$ cat config.mk
export PLATFORM = sky130hd
export DESIGN_NAME = note_player_flat
export DESIGN_NICKNAME = d
export VERILOG_FILES = /design/src/rtl/note_player_if.sv /design/src/rtl/note_player.sv /design/src/flat_wrapper.sv
export SDC_FILE = /design/constraint.sdc
export NUM_CORES = 1
export LEC_CHECK = 0
export ABC_AREA = 1
export BUFFER_PORTS_ARGS = -buffer_cell sky130_fd_sc_hd__buf_4
export CAP_MARGIN = 10
export CORE_ASPECT_RATIO = 1.5
export CORE_MARGIN = 5
export CORE_UTILIZATION = 50
export CTS_BUF_LIST = sky130_fd_sc_hd__clkbuf_8
export CTS_CLUSTER_SIZE = 16
export DETAILED_ROUTE_END_ITERATION = 6
export HOLD_SLACK_MARGIN = 0.03
export PLACE_DENSITY = 0.63
export SLEW_MARGIN = 40
export SYNTH_ARGS = -nofsm -noshare
export SYNTH_HDL_FRONTEND = slang
export SYNTH_SLANG_ARGS = --single-unit
$ cat constraint.sdc
create_clock -name clk_i -period 5.9 [get_ports clk_i]
set_input_delay 0.295 -clock clk_i [delete_from_list [all_inputs] [get_ports clk_i]]
set_output_delay 0.295 -clock clk_i [all_outputs]
set_load 0.02 [all_outputs]
$ cat src/rtl/note_player_if.sv
// Note request handshake between a note sequencer (master) and note_player (slave).
interface note_player_if;
  logic       in_vld;
  logic       in_rdy;
  logic [3:0] in_note;
  logic [1:0] in_oct;
  logic [9:0] in_dur_ms;

  modport master (output in_vld, in_note, in_oct, in_dur_ms, input in_rdy);
  modport slave  (input in_vld, in_note, in_oct, in_dur_ms, output in_rdy);
endinterface

$ cat src/rtl/note_player.sv
// Square-wave tone transmitter: plays a requested pitch for N ms, then a fixed silent gap.
// Define NOTE_PLAYER_ENVELOPE_EN to halve the amplitude every DECAY_MS ms while playing.
module note_player #(
  parameter int unsigned CLK_MHZ  = 50,
  parameter logic [15:0] AMP      = 16'h2000,
  parameter int unsigned GAP_MS   = 20,
  parameter int unsigned DECAY_MS = 64
) (
  input  logic         clk_i,
  input  logic         rst_ni,
  note_player_if.slave req,
  output logic [15:0]  sound_o,
  output logic         busy_o,
  output logic         done_o
);

  localparam logic [1:0] IDLE = 2'd0;
  localparam logic [1:0] PLAY = 2'd1;
  localparam logic [1:0] GAP  = 2'd2;

  localparam logic [23:0]     MS_CYCLES = 24'(CLK_MHZ * 1000);
  localparam logic [23:0]     GAP_TICKS = 24'(GAP_MS);
  localparam longint unsigned HP_NUM    = 64'(CLK_MHZ) * 64'd50_000_000;

  if (DECAY_MS == 0) begin : gDecayCheck
    $error("note_player: DECAY_MS must be at least 1");
  end

  // Octave-4 half-periods in clock cycles; frequencies are in centi-Hz.
  function automatic logic [23:0] baseHalfPeriod(input logic [3:0] note);
    logic [23:0] hp;
    case (note)
      4'd0:    hp = 24'(HP_NUM / 64'd26163);
      4'd1:    hp = 24'(HP_NUM / 64'd27718);
      4'd2:    hp = 24'(HP_NUM / 64'd29366);
      4'd3:    hp = 24'(HP_NUM / 64'd31113);
      4'd4:    hp = 24'(HP_NUM / 64'd32963);
      4'd5:    hp = 24'(HP_NUM / 64'd34923);
      4'd6:    hp = 24'(HP_NUM / 64'd36999);
      4'd7:    hp = 24'(HP_NUM / 64'd39200);
      4'd8:    hp = 24'(HP_NUM / 64'd41530);
      4'd9:    hp = 24'(HP_NUM / 64'd44000);
      4'd10:   hp = 24'(HP_NUM / 64'd46616);
      4'd11:   hp = 24'(HP_NUM / 64'd49388);
      default: hp = 24'(HP_NUM / 64'd26163);
    endcase
    return hp;
  endfunction

  logic [1:0]  state_q, state_d;
  logic [3:0]  note_q, note_d;
  logic [23:0] hpReload_q, hpReload_d;
  logic [23:0] hpCnt_q, hpCnt_d;
  logic [23:0] msCnt_q, msCnt_d;
  logic [23:0] durCnt_q, durCnt_d;
  logic        pol_q, pol_d;
  logic        done_q, done_d;
  logic [15:0] sound_q, sound_d;
  logic [15:0] ampNow;
  logic        accept;
  logic        tick;
  logic [23:0] hpNew;

  assign req.in_rdy = (state_q == IDLE);
  assign busy_o     = (state_q != IDLE);
  assign sound_o    = sound_q;
  assign done_o     = done_q;
  assign accept     = req.in_vld && (state_q == IDLE);
  assign tick       = (msCnt_q == MS_CYCLES - 24'd1);
  assign hpNew      = baseHalfPeriod(req.in_note) >> req.in_oct;

`ifdef NOTE_PLAYER_ENVELOPE_EN
  localparam logic [23:0] DECAY_TICKS = 24'(DECAY_MS);

  logic [15:0] amp_q, amp_d;
  logic [23:0] decayCnt_q, decayCnt_d;

  always_comb begin
    amp_d      = amp_q;
    decayCnt_d = decayCnt_q;
    if (accept) begin
      amp_d      = AMP;
      decayCnt_d = '0;
    end else if (state_q == PLAY && tick) begin
      if (decayCnt_q + 24'd1 >= DECAY_TICKS) begin
        decayCnt_d = '0;
        amp_d      = amp_q >> 1;
      end else begin
        decayCnt_d = decayCnt_q + 24'd1;
      end
    end
  end

  always_ff @(posedge clk_i or negedge rst_ni) begin
    if (!rst_ni) begin
      amp_q      <= AMP;
      decayCnt_q <= '0;
    end else begin
      amp_q      <= amp_d;
      decayCnt_q <= decayCnt_d;
    end
  end

  assign ampNow = amp_q;
`else
  assign ampNow = AMP;
`endif

  always_comb begin
    state_d    = state_q;
    note_d     = note_q;
    hpReload_d = hpReload_q;
    hpCnt_d    = hpCnt_q;
    pol_d      = pol_q;
    msCnt_d    = tick ? '0 : msCnt_q + 24'd1;
    durCnt_d   = durCnt_q;
    done_d     = 1'b0;

    case (state_q)
      IDLE: begin
        msCnt_d = '0;
        if (accept) begin
          note_d     = req.in_note;
          hpReload_d = hpNew;
          hpCnt_d    = hpNew - 24'd1;
          pol_d      = 1'b1;
          if (req.in_dur_ms != '0) begin
            state_d  = PLAY;
            durCnt_d = 24'(req.in_dur_ms);
          end else begin
            state_d  = GAP;
            durCnt_d = GAP_TICKS;
          end
        end
      end

      PLAY: begin
        if (hpCnt_q == '0) begin
          pol_d   = !pol_q;
          hpCnt_d = hpReload_q - 24'd1;
        end else begin
          hpCnt_d = hpCnt_q - 24'd1;
        end
        // The prescaler wraps to zero on this tick, so GAP entry starts a fresh ms.
        if (tick) begin
          if (durCnt_q == 24'd1) begin
            state_d  = GAP;
            durCnt_d = GAP_TICKS;
          end else begin
            durCnt_d = durCnt_q - 24'd1;
          end
        end
      end

      GAP: begin
        if (GAP_TICKS == '0 || (tick && durCnt_q == 24'd1)) begin
          state_d  = IDLE;
          durCnt_d = '0;
          msCnt_d  = '0;
          done_d   = 1'b1;
        end else if (tick) begin
          durCnt_d = durCnt_q - 24'd1;
        end
      end

      default: state_d = IDLE;
    endcase

    sound_d = '0;
    if (state_q == PLAY && note_q < 4'd12) begin
      sound_d = pol_q ? ampNow : (~ampNow + 16'd1);
    end
  end

  always_ff @(posedge clk_i or negedge rst_ni) begin
    if (!rst_ni) begin
      state_q    <= IDLE;
      note_q     <= '0;
      hpReload_q <= '0;
      hpCnt_q    <= '0;
      msCnt_q    <= '0;
      durCnt_q   <= '0;
      pol_q      <= 1'b1;
      done_q     <= 1'b0;
      sound_q    <= '0;
    end else begin
      state_q    <= state_d;
      note_q     <= note_d;
      hpReload_q <= hpReload_d;
      hpCnt_q    <= hpCnt_d;
      msCnt_q    <= msCnt_d;
      durCnt_q   <= durCnt_d;
      pol_q      <= pol_d;
      done_q     <= done_d;
      sound_q    <= sound_d;
    end
  end

endmodule
$ cat src/flat_wrapper.sv
// flat-port wrapper written by rule: the top's interface ports become plain ports
module note_player_flat 
#(
  parameter int unsigned CLK_MHZ  = 50,
  parameter logic [15:0] AMP      = 16'h2000,
  parameter int unsigned GAP_MS   = 20,
  parameter int unsigned DECAY_MS = 64
)
  (clk_i, rst_ni, sound_o, busy_o, done_o, req_in_vld, req_in_note, req_in_oct, req_in_dur_ms, req_in_rdy);
  note_player_if req_i ();
  input  logic clk_i;
  input  logic rst_ni;
  output logic [15:0] sound_o;
  output logic busy_o;
  output logic done_o;
  input wire logic [$bits(req_i.in_vld)-1:0] req_in_vld;
  input wire logic [$bits(req_i.in_note)-1:0] req_in_note;
  input wire logic [$bits(req_i.in_oct)-1:0] req_in_oct;
  input wire logic [$bits(req_i.in_dur_ms)-1:0] req_in_dur_ms;
  output wire logic [$bits(req_i.in_rdy)-1:0] req_in_rdy;
  assign req_i.in_vld = req_in_vld;
  assign req_i.in_note = req_in_note;
  assign req_i.in_oct = req_in_oct;
  assign req_i.in_dur_ms = req_in_dur_ms;
  assign req_in_rdy = req_i.in_rdy;
  note_player #(.CLK_MHZ(CLK_MHZ), .AMP(AMP), .GAP_MS(GAP_MS), .DECAY_MS(DECAY_MS)) u_core (.clk_i(clk_i), .rst_ni(rst_ni), .req(req_i), .sound_o(sound_o), .busy_o(busy_o), .done_o(done_o));
endmodule
# After elaboration in Yosys (flattened, before gate mapping)
# Memory sizes are Yosys's and may differ from the RTL's.
# Index checks and enable logic that the tools add are counted.
word_totals:
  mem_count: 1
  in_bits: 19
  out_inout_bits: 19
  wordCells: 68
  mem_bits_ro: 272
  register_bits: 120
op_classes:
  order_cmp: 1
  shift: 1
  n_mux: 26
  reduce_logical: 15
  n_eq_ne: 10
  add_sub_neg: 5
memory_table:
  columns: ["name", "depth", "width", "read_ports", "rd_clocked_by_memory_dff", "write_ports", "line", "text"]
  rows:
  - ["(name not given)", 16, 17, 1, 0, 0, "note_player.sv:32", "case (note)"]
ops:
  columns: ["op", "n"]
  rows:
  - ["two-way mux 24 bit", 9]
  - ["one-hot mux 24 bit (2 select lines)", 2]
  - ["subtractor 24 x 1 -> 24 bit, second input constant", 4]
  - ["one-hot mux 24 bit (3 select lines)", 1]
  - ["two-way mux 16 bit", 2]
  - ["adder 24 x 1 -> 24 bit, second input constant", 1]
  - ["equality test 24 x 1 -> 1 bit, second input constant", 1]
  - ["equality test 24 x 16 -> 1 bit, second input constant", 1]
  - ["logical NOT 24 bit", 1]
  - [">> shifter 24 x 2 -> 24 bit", 1]
  - ["two-way mux 10 bit", 1]
  - ["two-way mux 2 bit", 5]
  - ["inequality test 2 x 1 -> 1 bit, second input constant", 5]
  - ["nonzero test 10 bit", 1]
  - ["AND reduction 4 bit", 2]
  - ["one-hot mux 2 bit (3 select lines)", 1]
  - ["< comparator 4 bit, second input constant", 1]
  - ["two-way mux 1 bit", 4]
  - ["AND reduction 2 bit", 2]
  - ["nonzero test 2 bit", 2]
  - ["logical AND 1 bit", 3]
  - ["inequality test 3 x 1 -> 1 bit, second input constant", 1]
  - ["AND reduction 3 bit", 1]
  - ["nonzero test 3 bit", 1]
  - ["5 further kinds", 5]

# Logic depth before layout (Yosys ltp)
# Gate-level depths: netlist of run 1.
# An unclocked memory read counts as a cell.
depth:
  word_depth: 5
  mapped_depth: 19
  mapped_depth_nobuf: 19

# Least setup slack after synthesis of run 1
# OpenSTA, ideal clock, no wires.
synth_timing:
  path_kind: "input to register"
  from: "in req_in_note[0]"
  to: "reg u_core.hpCnt_q[22]"
  arrival_ps: 1977
  setup_slack_ps: 3806
  cell_stages: 18
  path_cell_list: "inv_1 -> ha_1 -> inv_1 -> nand2_2 -> nand2_4 -> nand3_1 -> nand2_1 -> nand2_1 -> nand2_1 -> nand2_1 -> nand2_2 -> nand2_2 -> nor2_2 -> nand3_2 -> nor2_4 -> nand2_1 -> nand2_1 -> nand2_1"
synth_between:
  elab_chain_cells: 5
synth_rtl:
  columns: ["element", "line", "text"]
  rows:
  - ["from (decl)", "flat_wrapper.sv:17", "input wire logic [$bits(req_i.in_note)-1:0] req_in_note;"]
  - ["memory read (16 x 17 bit)", null, null]
  - [">> shifter 24 x 2 -> 24 bit", "note_player.sv:70", "assign hpNew = baseHalfPeriod(req.in_note) >> req.in_oct;"]
  - ["subtractor 24 x 1 -> 24 bit", "note_player.sv:125", "hpCnt_d = hpNew - 24'd1;"]
  - ["two-way mux 24 bit", "note_player.sv:122", "if (accept) begin"]
  - ["one-hot mux 24 bit (2 select lines)", "note_player.sv:119", "case (state_q)"]
  - ["to (signal assigned)", "note_player.sv:190", "hpCnt_q <= hpCnt_d;"]
  - ["to (decl)", "note_player.sv:53", "logic [23:0] hpCnt_q, hpCnt_d;"]
# No other way between the ends. The select of a mux whose other input is x is not followed.
# A chain may end at the register's enable or synchronous reset.

# Final worst setup path of run 1
layout_timing:
  from: "reg u_core.state_q[0]"
  to: "reg u_core.hpCnt_q[20]"
layout_between:
  elab_chain_cells: 4
  elab_cells_between_ends: 7
  cone_classes: "2 x eq/ne; 1 x mux; 4 x reduce/logical"
layout_rtl:
  columns: ["element", "line", "text"]
  rows:
  - ["from (decl)", "note_player.sv:50", "logic [1:0] state_q, state_d;"]
  - ["from (signal assigned)", "note_player.sv:187", "state_q <= state_d;"]
  - ["logical NOT 2 bit", "note_player.sv:68, note_player.sv:119", null]
  - ["logical AND 1 bit", "note_player.sv:68", "assign accept = req.in_vld && (state_q == IDLE);"]
  - ["inequality test 2 x 1 -> 1 bit (no line)", null, null]
  - ["AND reduction 2 bit (no line)", null, null]
# Several ways; a longest one is shown, not always the timed one.

==> results of run 1 <==
[cell families after synthesis]
kind of cell | Yosys count | share of synthesized area [%]
flip-flops | 97 | 35.0
buffers and inverters | 146 | 9.76
AND/OR/NAND/NOR | 602 | 40.5
XOR/XNOR | 26 | 3.28
adder cells (fa/ha/maj) | 15 | 2.71
AO/OA/AOI/OAI | 109 | 8.64
other | 1 | 0.0541
[worst max-delay path: cells and delay by family, from the launching register on]
| kind | cells | cell delay (ps) |
|---|---|---|
| AO/OA/AOI/OAI | 2 | 410 |
| adder cells (fa/ha/maj) | 1 | 240 |
| AND/OR/NAND/NOR | 5 | 690 |
| flip-flops | 1 | 410 |
| buffers and inverters | 4 | 1270 |
[power by group through the flow]
stage,clock network (µW),registers [µW],logic (µW)
2_1_floorplan,0,975,1160
3_3_place_gp,0,1020,1500
3_5_place_dp,0,1020,1500
4_1_cts,437,1010,1510
5_1_grt,464,1030,1700
6_report,421,1010,1500
[metal layers]
metal | GRT usage, % | wire length [µm] | vias to the layer above
met1 | 25.1 | 7120 | 2990
met5 | 0 | 0 | -
li1 | - | - | 3225
met2 | 42.6 | 9820 | 94
met4 | 7.16 | 447 | 0
met3 | 2.88 | 380 | 32
[state kept, by name (all words and copies together) (netlist names)]
register / count
u_core.done_o: 1
u_core.durCnt_q: 24
u_core.hpCnt_q: 24
u_core.hpReload_q: 17
u_core.msCnt_q: 24
u_core.note_q: 2
u_core.pol_q: 1
u_core.sound_o: 2
u_core.state_q: 2
[cell type report]
| type | instances | area (µm²) | share of cell area [%] |
|---|---|---|---|
| clock buffers | 9 | 124 | 1.70 |
| clock inverters | 7 | 60.1 | 0.824 |
| inverters | 98 | 374 | 5.14 |
| multi-input cells | 765 | 3880 | 53.3 |
| flip-flops and latches | 97 | 2430 | 33.3 |
| well taps | 162 | 203 | 2.78 |
| repair buffers | 28 | 213 | 2.92 |
[worst max path at each step]
stage,from,end,slack [ps],depth (start not counted)
2_1_floorplan,req_in_note[0],u_core.hpCnt_q[22],3810,18
3_3_place_gp,u_core.state_q[0],u_core.hpCnt_q[20],2870,12
3_5_place_dp,u_core.state_q[0],u_core.hpCnt_q[20],2820,12
4_1_cts,u_core.state_q[0],u_core.hpCnt_q[20],2800,12
5_1_grt,u_core.state_q[1],u_core.hpCnt_q[19],2400,12
6_report,u_core.state_q[0],u_core.hpCnt_q[20],2790,12
[synthesized netlist by cell type, types with 2 or more instances]
master	n
nor2_2	10
ha_1	15
o21ai_1	9
nand3_1	132
a31oi_1	10
and3_1	3
inv_1	89
xor2_1	20
nand2_4	3
a211oi_1	3
inv_2	7
or2_1	4
or2_2	2
nor3_1	22
buf_1	2
nand4_1	16
nand3b_1	4
nand2_2	28
o211a_1	2
o21ai_0	39
nor2_1	127
and2_1	2
dfrtp_1	96
nor2_4	6
buf_6	4
o22ai_1	2
clkbuf_1	10
a21oi_1	39
nand3_2	12
xnor2_1	6
nand2_1	221
buf_4	17
buf_2	14
nor4_1	7
[per-stage QoR]
step           cell area [µm²]  setup WS, ps  cells
2_1_floorplan             6980          3810   1008
3_3_place_gp              7080          2870   1149
3_5_place_dp              7090          2820   1149
4_1_cts                   7280          2800   1166
5_1_grt                   7280          2400   1166
6_report                  7280          2790   1166
[cell usage in the layout, fill, tap and decap left out, types with 6 or more instances in the layout]
cell type,count
nor4_1,7
xnor2_1,6
ha_1,15
o21ai_1,8
o21ai_0,39
nor2_1,127
nor2_4,6
a21oi_1,38
nand3_2,12
nor3_1,22
clkbuf_8,9
a31oi_1,10
inv_2,7
nand2_1,221
xor2_1,20
nor2_2,10
conb_1,13
nand4_1,16
nand3_1,132
dfrtp_1,96
buf_4,27
nand2_2,28
inv_1,89
[repair_timing]
| action | CTS | global route |
|---|---|---|
| hold endpoints to repair | 49 | 0 |
| gates resized for setup | 0 | 0 |
| hold buffers | 1 | 0 |
==> impl_metrics.py, run 1 <==
metrics = {
    "min_path": {
        "hold_path_end": "u_core.durCnt_q[9]",
        "worstHoldStart": "req_in_dur_ms[9]",
        "min_path_cells": 3,
        "hp-class": "in2reg",
    },
    "sta": {
        "min_period_over_period_pct": 52.8,
        "clock_skew_ps": 11.1,
        "setup_viol": 0,
        "hold_viol": 0,
        "hold_slack_ps": 244,
        "timing.setup.tns_ps": 0,
        "slew_headroom_pct": 45.7,
        "fin_crit_ps": 3110,
        "rsz0062_at_grt": "false",
        "maxSlewViolCount": 0,
        "fmax_ghz": 0.321,
        "tightest_slew_ps": 812,
    },
    "yosys": {
        "ys_warn_count": 0,
        "netlist_area_um2": 6940,
        "yosysSeqAreaShare_pct": 35.0,
        "synthArstFlopShare_pct": 100,
        "synth_cell_types": 47,
        "synth-main-ff-cell": "dfrtp_1",
        "syn-instance-count": 996,
        "synth_area_leaders": "dfrtp_1, nand2_1, nand3_1",
        "synth_enable_flop_cells": 0,
        "yosys.area.top_type": "dfrtp_1",
        "ys_ff_latch": 97,
        "synth_top_area_share_pct": 34.6,
        "avgSynthCellArea_um2": 6.96,
    },
    "detailed_routing": {
        "dr_total_vias": 6341,
        "routed_wl_um": 17800,
        "avgViaCountPerCell": 5.44,
        "initialDrtViolationCount": 289,
        "first_pass_iters": 5,
        "routedWlPerCell_um": 15.2,
        "ant_nets": 0,
        "drc_errors": 0,
    },
    "clocking": {
        "htreeDepth": 3,
        "clk_path_buf_depth": 2,
        "cts_tree": "yes",
        "path_clk_slew_ps": 100,
        "post-cts-setup-buffers": 0,
        "numClockSinks": 97,
        "clock_latency_ps": 380,
        "cts-buffers-inserted": 9,
        "root_buffer": "clkbuf_8",
    },
    "setup_path": {
        "worst-path-max-fanout": 25,
        "end_kind": "register",
        "critPathArrivalTime_ps": 3390,
        "worst_r2r_path_depth": 12,
        "crit_chain": "inv_1 > ha_1 > nand2_1 > inv_2 > a21oi_1 > buf_4 > inv_1 > nand2_1 > a211oi_1 > nand2_1 > nand2_1 > nand2_1",
        "cp_slowest_cell": "inv_1",
        "slowest_delay_ps": 520,
        "regToRegEndpoint": "u_core.hpCnt_q[20]",
        "path_class": "reg2reg",
        "crit_path_frequent_cell": "nand2_1",
        "startpoint_type": "register",
        "rr_startpoint": "u_core.state_q[0]",
        "rrSetupSlack_ps": 2790,
        "required_ps": 6170,
    },
    "placement": {
        "buffer_ports.inserted": 24,
        "dp_hpwl_um": 13700,
        "place_congestion": 0.892,
    },
    "power": {
        "powerDensity_nw_per_um2": 403,
        "internal_power_uw": 1470,
        "irDropWorstVdd_v": 0.000232,
        "p_leak_uw": 0.00361,
        "seq_power_share_pct": 34.5,
        "comb_power_share_pct": 51.2,
        "power_uw": 2940,
        "switching_share_pct": 49.8,
        "p_clk_share_pct": 14.4,
        "p_sw_uw": 1460,
    },
    "finish": {
        "n_fill_cell": 1364,
        "diodes": 0,
        "layout-drive-gt1-share_pct": 12.0,
        "post-route-util_pct": 53.8,
        "area_growth_pct": 5.03,
        "nets": 1033,
    },
    "global_route": {
        "gr-total-overflow": 0,
        "grt_max_degree": 51,
        "antenna_found_initial": 0,
        "grtUsageTotal_pct": 22.2,
        "grt_pass1_vias": 6114,
        "grt_pass1_wl_um": 29400,
    },
    "die": {
        "die_h_um": 154,
        "row_count": 52,
        "start_util_pct": 51.2,
        "die_area_um2": 16400,
        "num_io_pins": 38,
        "die_w_um": 106,
        "core_area_um2": 13500,
    },
    "status": {
        "status": "finished, final reports clean",
    },
    "run": {
        "maxCapViolations": 0,
    },
}
No activity file was read; power rests on OpenSTA's default activity.
==> run 2, diff against run 1 <==
==> constraint.sdc (replaced) <==
create_clock -name clk_i -period 3.18 [get_ports clk_i]
set_input_delay 0.159 -clock clk_i [delete_from_list [all_inputs] [get_ports clk_i]]
set_output_delay 0.159 -clock clk_i [all_outputs]
set_load 0.02 [all_outputs]
==> run 2 against run 1 <==
Routed wire length down 0.59%. Fmax increased by 23%. Non-clock buffer count is 10 higher. Sequential cell count stayed put. Die area unchanged. Critical path type unchanged. First-iteration DRC count grew 18%. Global-route usage rose by 0.16 points. Largest power group unchanged.
==> impl_metrics.py, run 2 (same netlist as run 1, synthesis figures left out) <==
metrics = {
    "status": {
        "status": "finished, final reports clean",
    },
    "setup_path": {
        "regToRegEndpoint": "u_core.hpCnt_q[21]",
        "worst_r2r_path_depth": 11,
        "path_class": "reg2reg",
        "rrSetupSlack_ps": 650,
        "crit_chain": "inv_1 > ha_1 > nand2_1 > inv_2 > a21oi_1 > a21oi_1 > inv_1 > nand2_1 > inv_1 > nand2_1 > nand2_1",
        "rr_startpoint": "u_core.state_q[0]",
        "end_kind": "register",
        "crit_path_frequent_cell": "nand2_1",
        "critPathArrivalTime_ps": 2800,
        "cp_slowest_cell": "a21oi_1",
        "startpoint_type": "register",
        "worst-path-max-fanout": 15,
        "required_ps": 3450,
        "slowest_delay_ps": 510,
        "critPathBufInv": 4,
        "critPathTopFamily": "simple AND/OR/NAND/NOR gates",
    },
    "finish": {
        "final_cell_mix": "nand2_1, nand3_1, nor2_1",
        "layout-drive-gt1-share_pct": 12.6,
        "post-route-util_pct": 54.6,
        "reg_top3": "u_core.durCnt_q: 24 flops, u_core.hpCnt_q: 24 flops, u_core.msCnt_q: 24 flops",
        "n_fill_cell": 1376,
        "area_growth_pct": 6.49,
        "diodes": 0,
        "final_common_cell": "nand2_1",
        "nets": 1043,
    },
    "global_route": {
        "grtUsageTotal_pct": 22.4,
        "antenna_found_initial": 0,
        "grt_pass1_wl_um": 29900,
        "gr-total-overflow": 0,
        "grt_pass1_vias": 6301,
        "grt_max_degree": 56,
    },
    "detailed_routing": {
        "avgViaCountPerCell": 5.43,
        "initialDrtViolationCount": 340,
        "drc_errors": 0,
        "ant_nets": 0,
        "routedWlPerCell_um": 15.0,
        "dr_total_vias": 6385,
        "first_pass_iters": 5,
        "routed_wl_um": 17700,
    },
    "sta": {
        "maxSlewViolCount": 0,
        "fin_crit_ps": 2530,
        "tightest_slew_ps": 632,
        "clock_skew_ps": 16.5,
        "timing.setup.tns_ps": 0,
        "slew_headroom_pct": 57.8,
        "rsz0062_at_grt": "false",
        "hold_viol": 0,
        "fmax_ghz": 0.396,
        "min_period_over_period_pct": 79.5,
        "worst_slack_ps": 652,
        "hold_slack_ps": 84.1,
        "setup_viol": 0,
    },
    "die": {
        "core_area_um2": 13500,
        "num_io_pins": 38,
        "die_w_um": 106,
        "die_h_um": 154,
        "die_area_um2": 16400,
        "start_util_pct": 51.2,
        "row_count": 52,
    },
    "power": {
        "irDropWorstVdd_v": 0.000417,
        "powerDensity_nw_per_um2": 757,
        "power_uw": 5590,
        "p_leak_uw": 0.00367,
    },
    "clocking": {
        "numClockSinks": 97,
        "cts-buffers-inserted": 9,
        "clock_latency_ps": 380,
        "cts_resized": 0,
        "htreeDepth": 3,
        "cts_tree": "yes",
        "clk_path_buf_depth": 2,
        "root_buffer": "clkbuf_8",
        "post-cts-setup-buffers": 0,
        "postCtsHoldBufs": 1,
        "path_clk_slew_ps": 110,
    },
    "placement": {
        "buffer_ports.inserted": 24,
        "place_ws_ps": 636,
        "place_congestion": 0.890,
        "dp_hpwl_um": 13500,
    },
    "min_path": {
        "worstHoldStart": "req_in_dur_ms[9]",
        "hold_path_end": "u_core.durCnt_q[9]",
        "min_path_cells": 3,
        "hp-class": "in2reg",
    },
    "run": {
        "maxCapViolations": 0,
    },
}
==> run 2: cell types whose count changed in the layout (fill, tap and decap cells not counted) <==
cell       delta
a21oi_1       +1
inv_1         +1
a21oi_2       -1
bufinv_16     +1
buf_12        +1
buf_4         +9
inv_8         -1
clkinv_2      -1
==> run 2: per-stage QoR <==
step	instances	cell area (µm²)
2_1_floorplan	1008	6980
3_3_place_gp	1159	7170
3_5_place_dp	1159	7170
4_1_cts	1176	7390
5_1_grt	1176	7390
6_report	1176	7390
==> run 2: power by group <==
group	total [µW]	internal, µW	switching, µW
logic	2880	925	1950
registers	1860	1590	269
clock network	853	373	480
total	5590	2890	2700
==> run 2: layer usage <==
layer / vias to the layer above / wire length (µm) / track usage (%)
met5: - / 0 / 0
met4: 0 / 427 / 7.59
met3: 31 / 467 / 2.38
met2: 105 / 9590 / 42.5
met1: 3004 / 7180 / 25.8
li1: 3245 / - / -
==> run 2: worst max-delay path by stage <==
stage | from | to | slack (ps) | depth (start not counted)
finish | u_core.state_q[0] | u_core.hpCnt_q[21] | 650 | 11
floorplan | u_core.state_q[0] | u_core.hpCnt_q[1] | 1100 | 7
global route | u_core.state_q[1] | u_core.hpCnt_q[19] | 410 | 11
CTS | u_core.state_q[0] | u_core.hpCnt_q[21] | 610 | 11
global placement | u_core.state_q[0] | u_core.hpCnt_q[21] | 620 | 11
detailed placement | u_core.state_q[0] | u_core.hpCnt_q[21] | 640 | 11
==> run 2: worst min-delay path, delay by kind of cell <==
family                 cells  cell delay [ps]
AO/OA/AOI/OAI              2              180
buffers and inverters      1               80
==> run 2: area by class of cell <==
| class | count | area, µm² | area share (%) |
|---|---|---|---|
| clock buffer | 9 | 124 | 1.68 |
| inverter | 98 | 374 | 5.07 |
| timing repair buffer | 38 | 300 | 4.07 |
| sequential | 97 | 2430 | 32.9 |
| clock inverter | 7 | 77.6 | 1.05 |
| multi-input combinational | 765 | 3880 | 52.5 |
| tap | 162 | 203 | 2.74 |
